==> src/rtl/gfx_pkg.sv <==
// Shared types and helpers for the pixel packer: FSM states, legal pixel
// depths and the colour mask that goes with each depth.
package gfx_pkg;

  typedef enum logic [1:0] {
    IDLE  = 2'd0,
    FILL  = 2'd1,
    WRITE = 2'd2
  } state_e;

  localparam logic [5:0] BPP_1  = 6'd1;
  localparam logic [5:0] BPP_2  = 6'd2;
  localparam logic [5:0] BPP_4  = 6'd4;
  localparam logic [5:0] BPP_8  = 6'd8;
  localparam logic [5:0] BPP_16 = 6'd16;
  localparam logic [5:0] BPP_32 = 6'd32;

  // Any depth outside the legal set is handled as 32 bits per pixel.
  function automatic logic [5:0] bpp_legalize(input logic [5:0] bpp);
    case (bpp)
      BPP_1, BPP_2, BPP_4, BPP_8, BPP_16, BPP_32: return bpp;
      default:                                   return BPP_32;
    endcase
  endfunction

  // Low-bpp-bits mask applied to every incoming colour.
  function automatic logic [31:0] mask_bpp(input logic [5:0] bpp);
    case (bpp)
      BPP_1:   return 32'h0000_0001;
      BPP_2:   return 32'h0000_0003;
      BPP_4:   return 32'h0000_000F;
      BPP_8:   return 32'h0000_00FF;
      BPP_16:  return 32'h0000_FFFF;
      default: return 32'hFFFF_FFFF;
    endcase
  endfunction

endpackage

==> src/rtl/gfx_pack_lane.sv <==
// Places one masked pixel at bit offset ptr inside a memory word and
// produces the byte selects it overlaps. bpp must already be legalized.
module gfx_pack_lane
  import gfx_pkg::*;
#(
  parameter int MDW = 256
) (
  input  logic [31:0]      color,
  input  logic [5:0]       bpp,
  input  logic [8:0]       ptr,
  output logic [MDW-1:0]   data,
  output logic [MDW/8-1:0] sel
);

  logic [3:0] byte_run;

  // Sub-byte pixels touch one byte; wider pixels are byte-aligned since ptr
  // is always a multiple of bpp, so they cover bpp/8 whole bytes.
  always_comb begin
    case (bpp)
      BPP_32:  byte_run = 4'hF;
      BPP_16:  byte_run = 4'h3;
      default: byte_run = 4'h1;
    endcase
    data = {{(MDW-32){1'b0}}, color & mask_bpp(bpp)} << ptr;
    sel  = {{(MDW/8-4){1'b0}}, byte_run} << ptr[8:3];
  end

endmodule

==> src/rtl/gfx_pixel_packer.sv <==
// Streaming pixel packer: accumulates a run of pixels into MDW-bit words
// from a starting bit offset and writes each full (or final) word out.
// Optional build macro GFX_PACKER_CNT_EN adds words_o, a wrapping count of
// completed writes since reset.
// Handshakes: a pixel transfers on a clk_i edge where pix_valid_i and
// pix_ready_o are both high; a write completes on an edge where mem_req_o and
// mem_ack_i are both high, and req/adr/dat/sel hold steady until then.
module gfx_pixel_packer
  import gfx_pkg::*;
#(
  parameter int MDW = 256,
  parameter int AW  = 32
) (
  input  logic             clk_i,
  input  logic             rst_ni,
  input  logic             start_i,
  input  logic [AW-1:0]    addr_i,
  input  logic [7:0]       start_mb_i,
  input  logic [5:0]       bpp_i,
  input  logic             pix_valid_i,
  output logic             pix_ready_o,
  input  logic [31:0]      pix_color_i,
  input  logic             pix_last_i,
  output logic             mem_req_o,
  input  logic             mem_ack_i,
  output logic [AW-1:0]    mem_adr_o,
  output logic [MDW-1:0]   mem_dat_o,
  output logic [MDW/8-1:0] mem_sel_o,
  output logic             busy_o
`ifdef GFX_PACKER_CNT_EN
  ,
  output logic [15:0]      words_o
`endif
);

  localparam int SW = MDW / 8;

  state_e          state_q;
  logic [MDW-1:0]  acc_q;
  logic [SW-1:0]   sel_q;
  logic [8:0]      ptr_q;
  logic            last_q;
  logic [AW-1:0]   adr_q;
  logic [5:0]      bpp_q;
  logic            ready_q;
  logic            req_q;
  logic            busy_q;

  logic [5:0]      bpp_start;
  logic [8:0]      ptr_start;
  logic [8:0]      ptr_nxt;
  logic            word_done;
  logic [MDW-1:0]  lane_dat;
  logic [SW-1:0]   lane_sel;

  // Start-time values and the pointer after the pixel currently offered.
  always_comb begin
    bpp_start = bpp_legalize(bpp_i);
    ptr_start = {1'b0, start_mb_i} & ~({3'b000, bpp_start} - 9'd1);
    ptr_nxt   = ptr_q + {3'b000, bpp_q};
    word_done = (ptr_nxt >= 9'(MDW)) || pix_last_i;
  end

  gfx_pack_lane #(.MDW(MDW)) u_lane (
    .color (pix_color_i),
    .bpp   (bpp_q),
    .ptr   (ptr_q),
    .data  (lane_dat),
    .sel   (lane_sel)
  );

  // Run control: IDLE waits for start, FILL packs pixels, WRITE holds the word until acked.
  always_ff @(posedge clk_i or negedge rst_ni) begin
    if (!rst_ni) begin
      state_q <= IDLE;
      acc_q   <= '0;
      sel_q   <= '0;
      ptr_q   <= '0;
      last_q  <= 1'b0;
      adr_q   <= '0;
      bpp_q   <= BPP_32;
      ready_q <= 1'b0;
      req_q   <= 1'b0;
      busy_q  <= 1'b0;
    end else begin
      case (state_q)
        IDLE: begin
          if (start_i) begin
            adr_q   <= addr_i;
            bpp_q   <= bpp_start;
            ptr_q   <= ptr_start;
            acc_q   <= '0;
            sel_q   <= '0;
            last_q  <= 1'b0;
            ready_q <= 1'b1;
            busy_q  <= 1'b1;
            state_q <= FILL;
          end
        end
        FILL: begin
          if (pix_valid_i) begin
            acc_q  <= acc_q | lane_dat;
            sel_q  <= sel_q | lane_sel;
            ptr_q  <= ptr_nxt;
            last_q <= pix_last_i;
            if (word_done) begin
              ready_q <= 1'b0;
              req_q   <= 1'b1;
              state_q <= WRITE;
            end
          end
        end
        WRITE: begin
          if (mem_ack_i) begin
            req_q <= 1'b0;
            if (last_q) begin
              busy_q  <= 1'b0;
              state_q <= IDLE;
            end else begin
              adr_q   <= adr_q + AW'(SW);
              acc_q   <= '0;
              sel_q   <= '0;
              ptr_q   <= '0;
              ready_q <= 1'b1;
              state_q <= FILL;
            end
          end
        end
        default: begin
          ready_q <= 1'b0;
          req_q   <= 1'b0;
          busy_q  <= 1'b0;
          state_q <= IDLE;
        end
      endcase
    end
  end

`ifdef GFX_PACKER_CNT_EN
  logic [15:0] words_q;

  // Count completed writes; wraps naturally at 16 bits.
  always_ff @(posedge clk_i or negedge rst_ni) begin
    if (!rst_ni) begin
      words_q <= '0;
    end else if (req_q && mem_ack_i) begin
      words_q <= words_q + 16'd1;
    end
  end

  assign words_o = words_q;
`endif

  assign pix_ready_o = ready_q;
  assign mem_req_o   = req_q;
  assign busy_o      = busy_q;
  assign mem_adr_o   = adr_q;
  assign mem_dat_o   = acc_q;
  assign mem_sel_o   = sel_q;

endmodule

==> config.mk <==
export PLATFORM = sky130hd
export DESIGN_NAME = gfx_pixel_packer
export DESIGN_NICKNAME = d
export VERILOG_FILES = /design/src/rtl/gfx_pkg.sv /design/src/rtl/gfx_pack_lane.sv /design/src/rtl/gfx_pixel_packer.sv
export SDC_FILE = /design/constraint.sdc
export NUM_CORES = 1
export LEC_CHECK = 0
export ABC_AREA = 1
export CORE_UTILIZATION = 52
export DETAILED_ROUTE_END_ITERATION = 16
export GPL_ROUTABILITY_DRIVEN = 0
export PLACE_DENSITY_LB_ADDON = 0.12
export SYNTH_ARGS = -nofsm -noshare
export SYNTH_HDL_FRONTEND = slang
export SYNTH_SLANG_ARGS = --single-unit
==> constraint.sdc <==
create_clock -name clk_i -period 3.23 [get_ports clk_i]
set_input_delay 0.969 -clock clk_i [delete_from_list [all_inputs] [get_ports clk_i]]
set_output_delay 0.969 -clock clk_i [all_outputs]
set_load 0.01 [all_outputs]
# Word level (Yosys, flattened, before mapping)
# Cells that the tools add are included.
[totals]
reg_bits = 341
wordCells = 101
input_bits = 84
[op_classes]
n_bitwise = 7
add_sub_neg = 3
mux = 44
n_eq_ne = 20
shifts = 2
n_lt_le_gt_ge = 1
n_reduce_logical = 14
[op_table]
columns = ["operator", "n"]
rows = [
  ["$mux W256", 4],
  ["$pmux W256 S3", 1],
  ["$or A256 B256 Y256", 1],
  ["$shl A32 B9 Y256", 1],
  ["$mux W32", 7],
  ["$pmux W32 S5", 1],
  ["$pmux W32 S3", 1],
  ["$pmux W32 S2", 1],
  ["$mux W9", 4],
  ["$add A32 B6 Y32 const B", 1],
  ["$and A32 B32 Y32", 1],
  ["$or A32 B32 Y32", 1],
  ["$shl A4 B6 Y32", 1],
  ["$pmux W9 S3", 1],
  ["$reduce_and A4 Y1", 4],
  ["$mux W1", 13],
  ["$eq A6 B1 Y1 const B", 2],
  ["$eq A6 B2 Y1 const B", 2],
  ["$eq A6 B3 Y1 const B", 2],
  ["$eq A6 B4 Y1 const B", 2],
  ["$eq A6 B5 Y1 const B", 2],
  ["$eq A6 B6 Y1 const B", 2],
  ["$ne A2 B2 Y1 const B", 6],
  ["$reduce_and A5 Y1", 2],
  ["other kinds (21)", 28],
]

# Longest topological paths before layout
[logic_depth]
depth_word = 8
mapped_depth = 20
mapped_depth_nobuf = 19

# Hierarchy
# A second synthesis with hierarchy kept.
[hier_totals]
hier_cells = 3045
hier_area_um2 = 21071.5
[modules_own_cells]
columns = ["module", "instances", "area_each_um2", "cells_each", "seq_area_each_um2"]
rows = [
  ["gfx_pixel_packer", 1, 15045.7, 1791, 8534.4],
  ["gfx_pack_lane", 1, 6025.8, 1254, 0.0],
]

# Least setup slack after synthesis
# Ideal clock, no wire load.
[synth_timing]
kind = "input port to flip-flop"
from = "in bpp_i[5]"
to = "reg ptr_q[2]"
path_stages = 9
path_slack_ps = 553
setup_ps = 82
arrival_ps = 2595
path_buffers = 0
cell_sequence = "nor2_1 > inv_1 > a2111oi_0 > a31o_2 > nand2_1 > ha_1 > a21boi_0 > o211ai_1 > a31oi_1"
[synth_via]
elab_chain_cells = 8
[synth_rtl]
columns = ["element", "line_no", "rtl"]
rows = [
  ["from (decl)", "gfx_pixel_packer.sv:19", "input logic [5:0] bpp_i,"],
  ["$eq A6 B1 Y1, or another cell as far along", "gfx_pkg.sv:20", "case (bpp)"],
  ["$reduce_or A6 Y1 (*)", "gfx_pkg.sv:20", ""],
  ["$mux W6 (*)", "gfx_pkg.sv:20", ""],
  ["$sub A6 B1 Y7 (*)", "gfx_pixel_packer.sv:59", "ptr_start = {1'b0, start_mb_i} & ~({3'b000, bpp_start} - 9'd1);"],
  ["$not A9 Y9 (*)", "gfx_pixel_packer.sv:59", ""],
  ["$and A8 B9 Y9 (*)", "gfx_pixel_packer.sv:59", ""],
  ["$mux W9 (*)", "gfx_pixel_packer.sv:88", "if (start_i) begin"],
  ["$pmux W9 S3 (*)", "gfx_pixel_packer.sv:86", "case (state_q)"],
  ["to (signal assigned)", "gfx_pixel_packer.sv:91", "ptr_q <= ptr_start;"],
  ["to (signal assigned)", "gfx_pixel_packer.sv:104", "ptr_q <= ptr_nxt;"],
  ["to (decl)", "gfx_pixel_packer.sv:41", "logic [8:0] ptr_q;"],
]
# Every way passes the cells marked *; elsewhere a longest branch is shown, timed or not. The select of a mux whose other input is x is not followed.
# A chain may end at the register's enable or synchronous reset.

# Final worst setup path
[layout_timing]
from = "reg bpp_q[5]"
to = "reg acc_q[145] (netlist: mem_dat_o[145])"
[layout_via]
elab_chain_cells = 7
[layout_rtl]
columns = ["element", "line_no", "rtl"]
rows = [
  ["from (decl)", "gfx_pixel_packer.sv:44", "logic [5:0] bpp_q;"],
  ["from (signal assigned)", "gfx_pixel_packer.sv:90", "bpp_q <= bpp_start;"],
  ["$eq A6 B5 Y1, or another cell as far along", "gfx_pkg.sv:28", "case (bpp)"],
  ["$pmux W32 S5 (*)", "gfx_pkg.sv:28", ""],
  ["$and A32 B32 Y32 (*)", "gfx_pack_lane.sv:25", "data = {{(MDW-32){1'b0}}, color & mask_bpp(bpp)} << ptr;"],
  ["$shl A32 B9 Y256 (*)", "gfx_pack_lane.sv:25", ""],
  ["$or A256 B256 Y256 (*)", "gfx_pixel_packer.sv:102", "acc_q <= acc_q | lane_dat;"],
  ["$mux W256 (*)", "gfx_pixel_packer.sv:101", "if (pix_valid_i) begin"],
  ["$pmux W256 S3 (*)", "gfx_pixel_packer.sv:86", ""],
  ["to (signal assigned)", "gfx_pixel_packer.sv:102", ""],
  ["to (decl)", "gfx_pixel_packer.sv:39", "logic [MDW-1:0] acc_q;"],
]
# Marked as above.

==> impl_metrics.tcl <==
set metrics [dict create \
    run_status "completed" \
    ff2ff_path_depth 16 \
    synth_cell_types 53 \
    yosys_warnings 0 \
    drtPass1Iterations 10 \
    r2r-start "bpp_q[5]" \
    cp_data_required_time_ps 3690 \
    finalHoldViolations 0 \
    hold_class "input port to async pin" \
    path_class "flip-flop to flip-flop" \
    postPlaceCellArea_um2 23400 \
    drc 0 \
    tritoncts "done" \
    maxSlewViolCount 0 \
    cp_max_fo 16 \
    p_leak_nw 11.0 \
    fmax_ghz 0.323 \
    antenna_found_initial 0 \
    diodes 0 \
    ys_ff_latch 341 \
    synthCells 2481 \
    fin_crit_ps 3100 \
    fillCellCount 2820 \
    yosysTopAreaCell "dfrtp_1" \
    synth_area_um2 18600 \
    stdcell_count 3330 \
    arrival_ps 3560 \
    drv_cap 0 \
    syn_nets 2578 \
    clock_latency_ps 540 \
    rows 68 \
    power_density_nw_per_um2 1190 \
    dp_cells 3260 \
    dp_hpwl_mm 51.6 \
    synth_edf_count 0 \
    r2r_setup_slack_ps 130 \
    drt_iter0_drc 2429 \
    drive_gt1_share_pct 6.89 \
    grt_remaining_overflow 0 \
    synth.area.top_cells "dfrtp_1 (46%), nand3_1 (12%), nand2_1 (8.2%)" \
    via_count 20094 \
    grt_util_all_layers_pct 39.1 \
    drt_wl_total_mm 71.4 \
    cts_buffers 38 \
    final_cell_area_um2 24800 \
    wl_per_cell_um 21.4 \
    ctsHoldBuffers 0 \
    clock_path_buffers 3 \
    port_buffers 406 \
    finalSetupViolCount 0 \
    grt_pass1_wl_mm 109 \
    yosysMostFrequentCell "nand3_1" \
    ioPinCount 407 \
    clock-root-buffer "clkbuf_16" \
    crit_path_end_kind "flip-flop" \
    async_reset_ff_share_pct 100 \
    htree_levels 2 \
    yosysTopAreaCellShare_pct 45.7 \
    nets 2943 \
    die_height_um 191 \
    relSlewSlack_pct 49.3 \
    clock-sinks 341 \
    worstMarginPinSlew_ps 761 \
    via_per_inst 6.03 \
    startpoint_type "flip-flop" \
    rr_endpoint "mem_dat_o[145]" \
    ant_nets 0 \
    area_delta_synth_final_pct 33.2 \
    ir_drop_v 0.000701 \
    ys.flop_type "dfrtp_1" \
    start_util_pct 53.4 \
    post-route-period-util_pct 95.8 \
    die_area_um2 36600 \
    fp.dieW_um 191 \
    grt_pass1_vias 19149 \
    synth.top_cells.by_count "nand3_1 (436), nand2_1 (408), dfrtp_1 (340)" \
    cts.clk_slew.worst_paths_ps 60 \
    grt_max_degree 84 \
    coreArea_um2 34900 \
    ys_seq_area_share_pct 45.8 \
    syn_avg_cell_area_um2 7.51 \
    clock-skew-final_ps 10.5 \
]
[cells by family (layout without fill, tap and decap cells)]
family,after synthesis,count (layout),share of synthesized area [%]
buf+inv,481,875,10.1
xor+xnor,20,20,0.941
flops,341,341,45.8
fa+ha+maj,13,13,0.914
compound gates,445,445,12.8
simple gates,1181,1181,29.4
[routing by layer]
metal	GRT usage (%)	routed length, µm	vias up
met2	59.4	31700	1367
met4	21.9	4710	0
li1	-	-	8964
met3	12.4	9020	298
met5	0	0	-
met1	49.3	26000	9465
[cell type report]
type                            instances  area [µm²]  area share, %
Clock inverter                         20         284           1.15
Inverter                              324        1220           4.91
Timing Repair Buffer                  482        4880           19.7
Multi-Input combinational cell       1659        8260           33.3
Tap cell                              455         569           2.30
Sequential cell                       341        8540           34.4
Clock buffer                           49        1060           4.29
[where the power goes]
group	internal, mW	switching, mW
combinational	6.20	11.5
clock	2.83	1.84
sequential	5.84	1.22
total	14.9	14.6
[cell usage in the layout, fill, tap and decap left out, types with 18 or more instances in the layout]
master and count:
inv_1 315, a21oi_1 279, xor2_1 20, clkbuf_16 39, nand2_1 402, clkdlybuf4s50_1 405
a31oi_1 20, nand3_1 435, o21ai_0 75, nor2_1 174, o21a_1 18, nand4_1 99
buf_12 19, dfrtp_1 339, buf_4 57
[critical path, stage by stage, from the launching register on]
cell and delay [ps]:
dfstp_2 600, nor2_1 110, nand3_1 110, nand2_1 120, nor2_4 200, nand2_8 130
nand2_4 180, nand3_1 140, nand3_1 190, nand3_1 120, nand3_1 110, nand2_1 240
nand2_1 190, nand4_1 220, nand2_1 140, nand2_1 90, a21oi_1 130
[worst max-delay path by stage]
stage | cells after the start | start | to
finish | 16 | bpp_q[5] | mem_dat_o[145]
CTS | 16 | bpp_q[5] | mem_dat_o[48]
global route | 12 | bpp_q[4] | mem_dat_o[62]
detailed placement | 10 | bpp_i[5] | ptr_q[2]
floorplan | 9 | bpp_i[5] | ptr_q[2]
global placement | 13 | start_i | mem_dat_o[140]
[through the flow]
stage | hold WS [ps] | setup slack (ps) | TNS (ps) | utilization (%) | power, mW
finish | 431 | 134 | 0 | 71.1 | 29.5
detailed placement | 476 | -105 | -268 | 67.1 | 24.0
global route | 483 | -16.5 | -16.5 | 71.1 | 31.0
CTS | 457 | 162 | 0 | 71.0 | 28.8
floorplan | 493 | 553 | 0 | - | 16.2
global placement | 471 | 68.6 | 0 | 67.1 | 23.7
[state kept, by name, indices dropped and copies added, names as in the netlist]
name         flops
state_q          2
ptr_q            9
bpp_q            6
mem_dat_o      256
mem_adr_o       32
mem_req_o        1
pix_ready_o      1
last_q           1
mem_sel_o       32
busy_o           1
[repair_timing]
action / CTS / global route
setup buffers: 0 / 1
resized for setup: 0 / 10
endpoints found under the setup margin: 0 / 77
(Power assumes the default switching activity.)
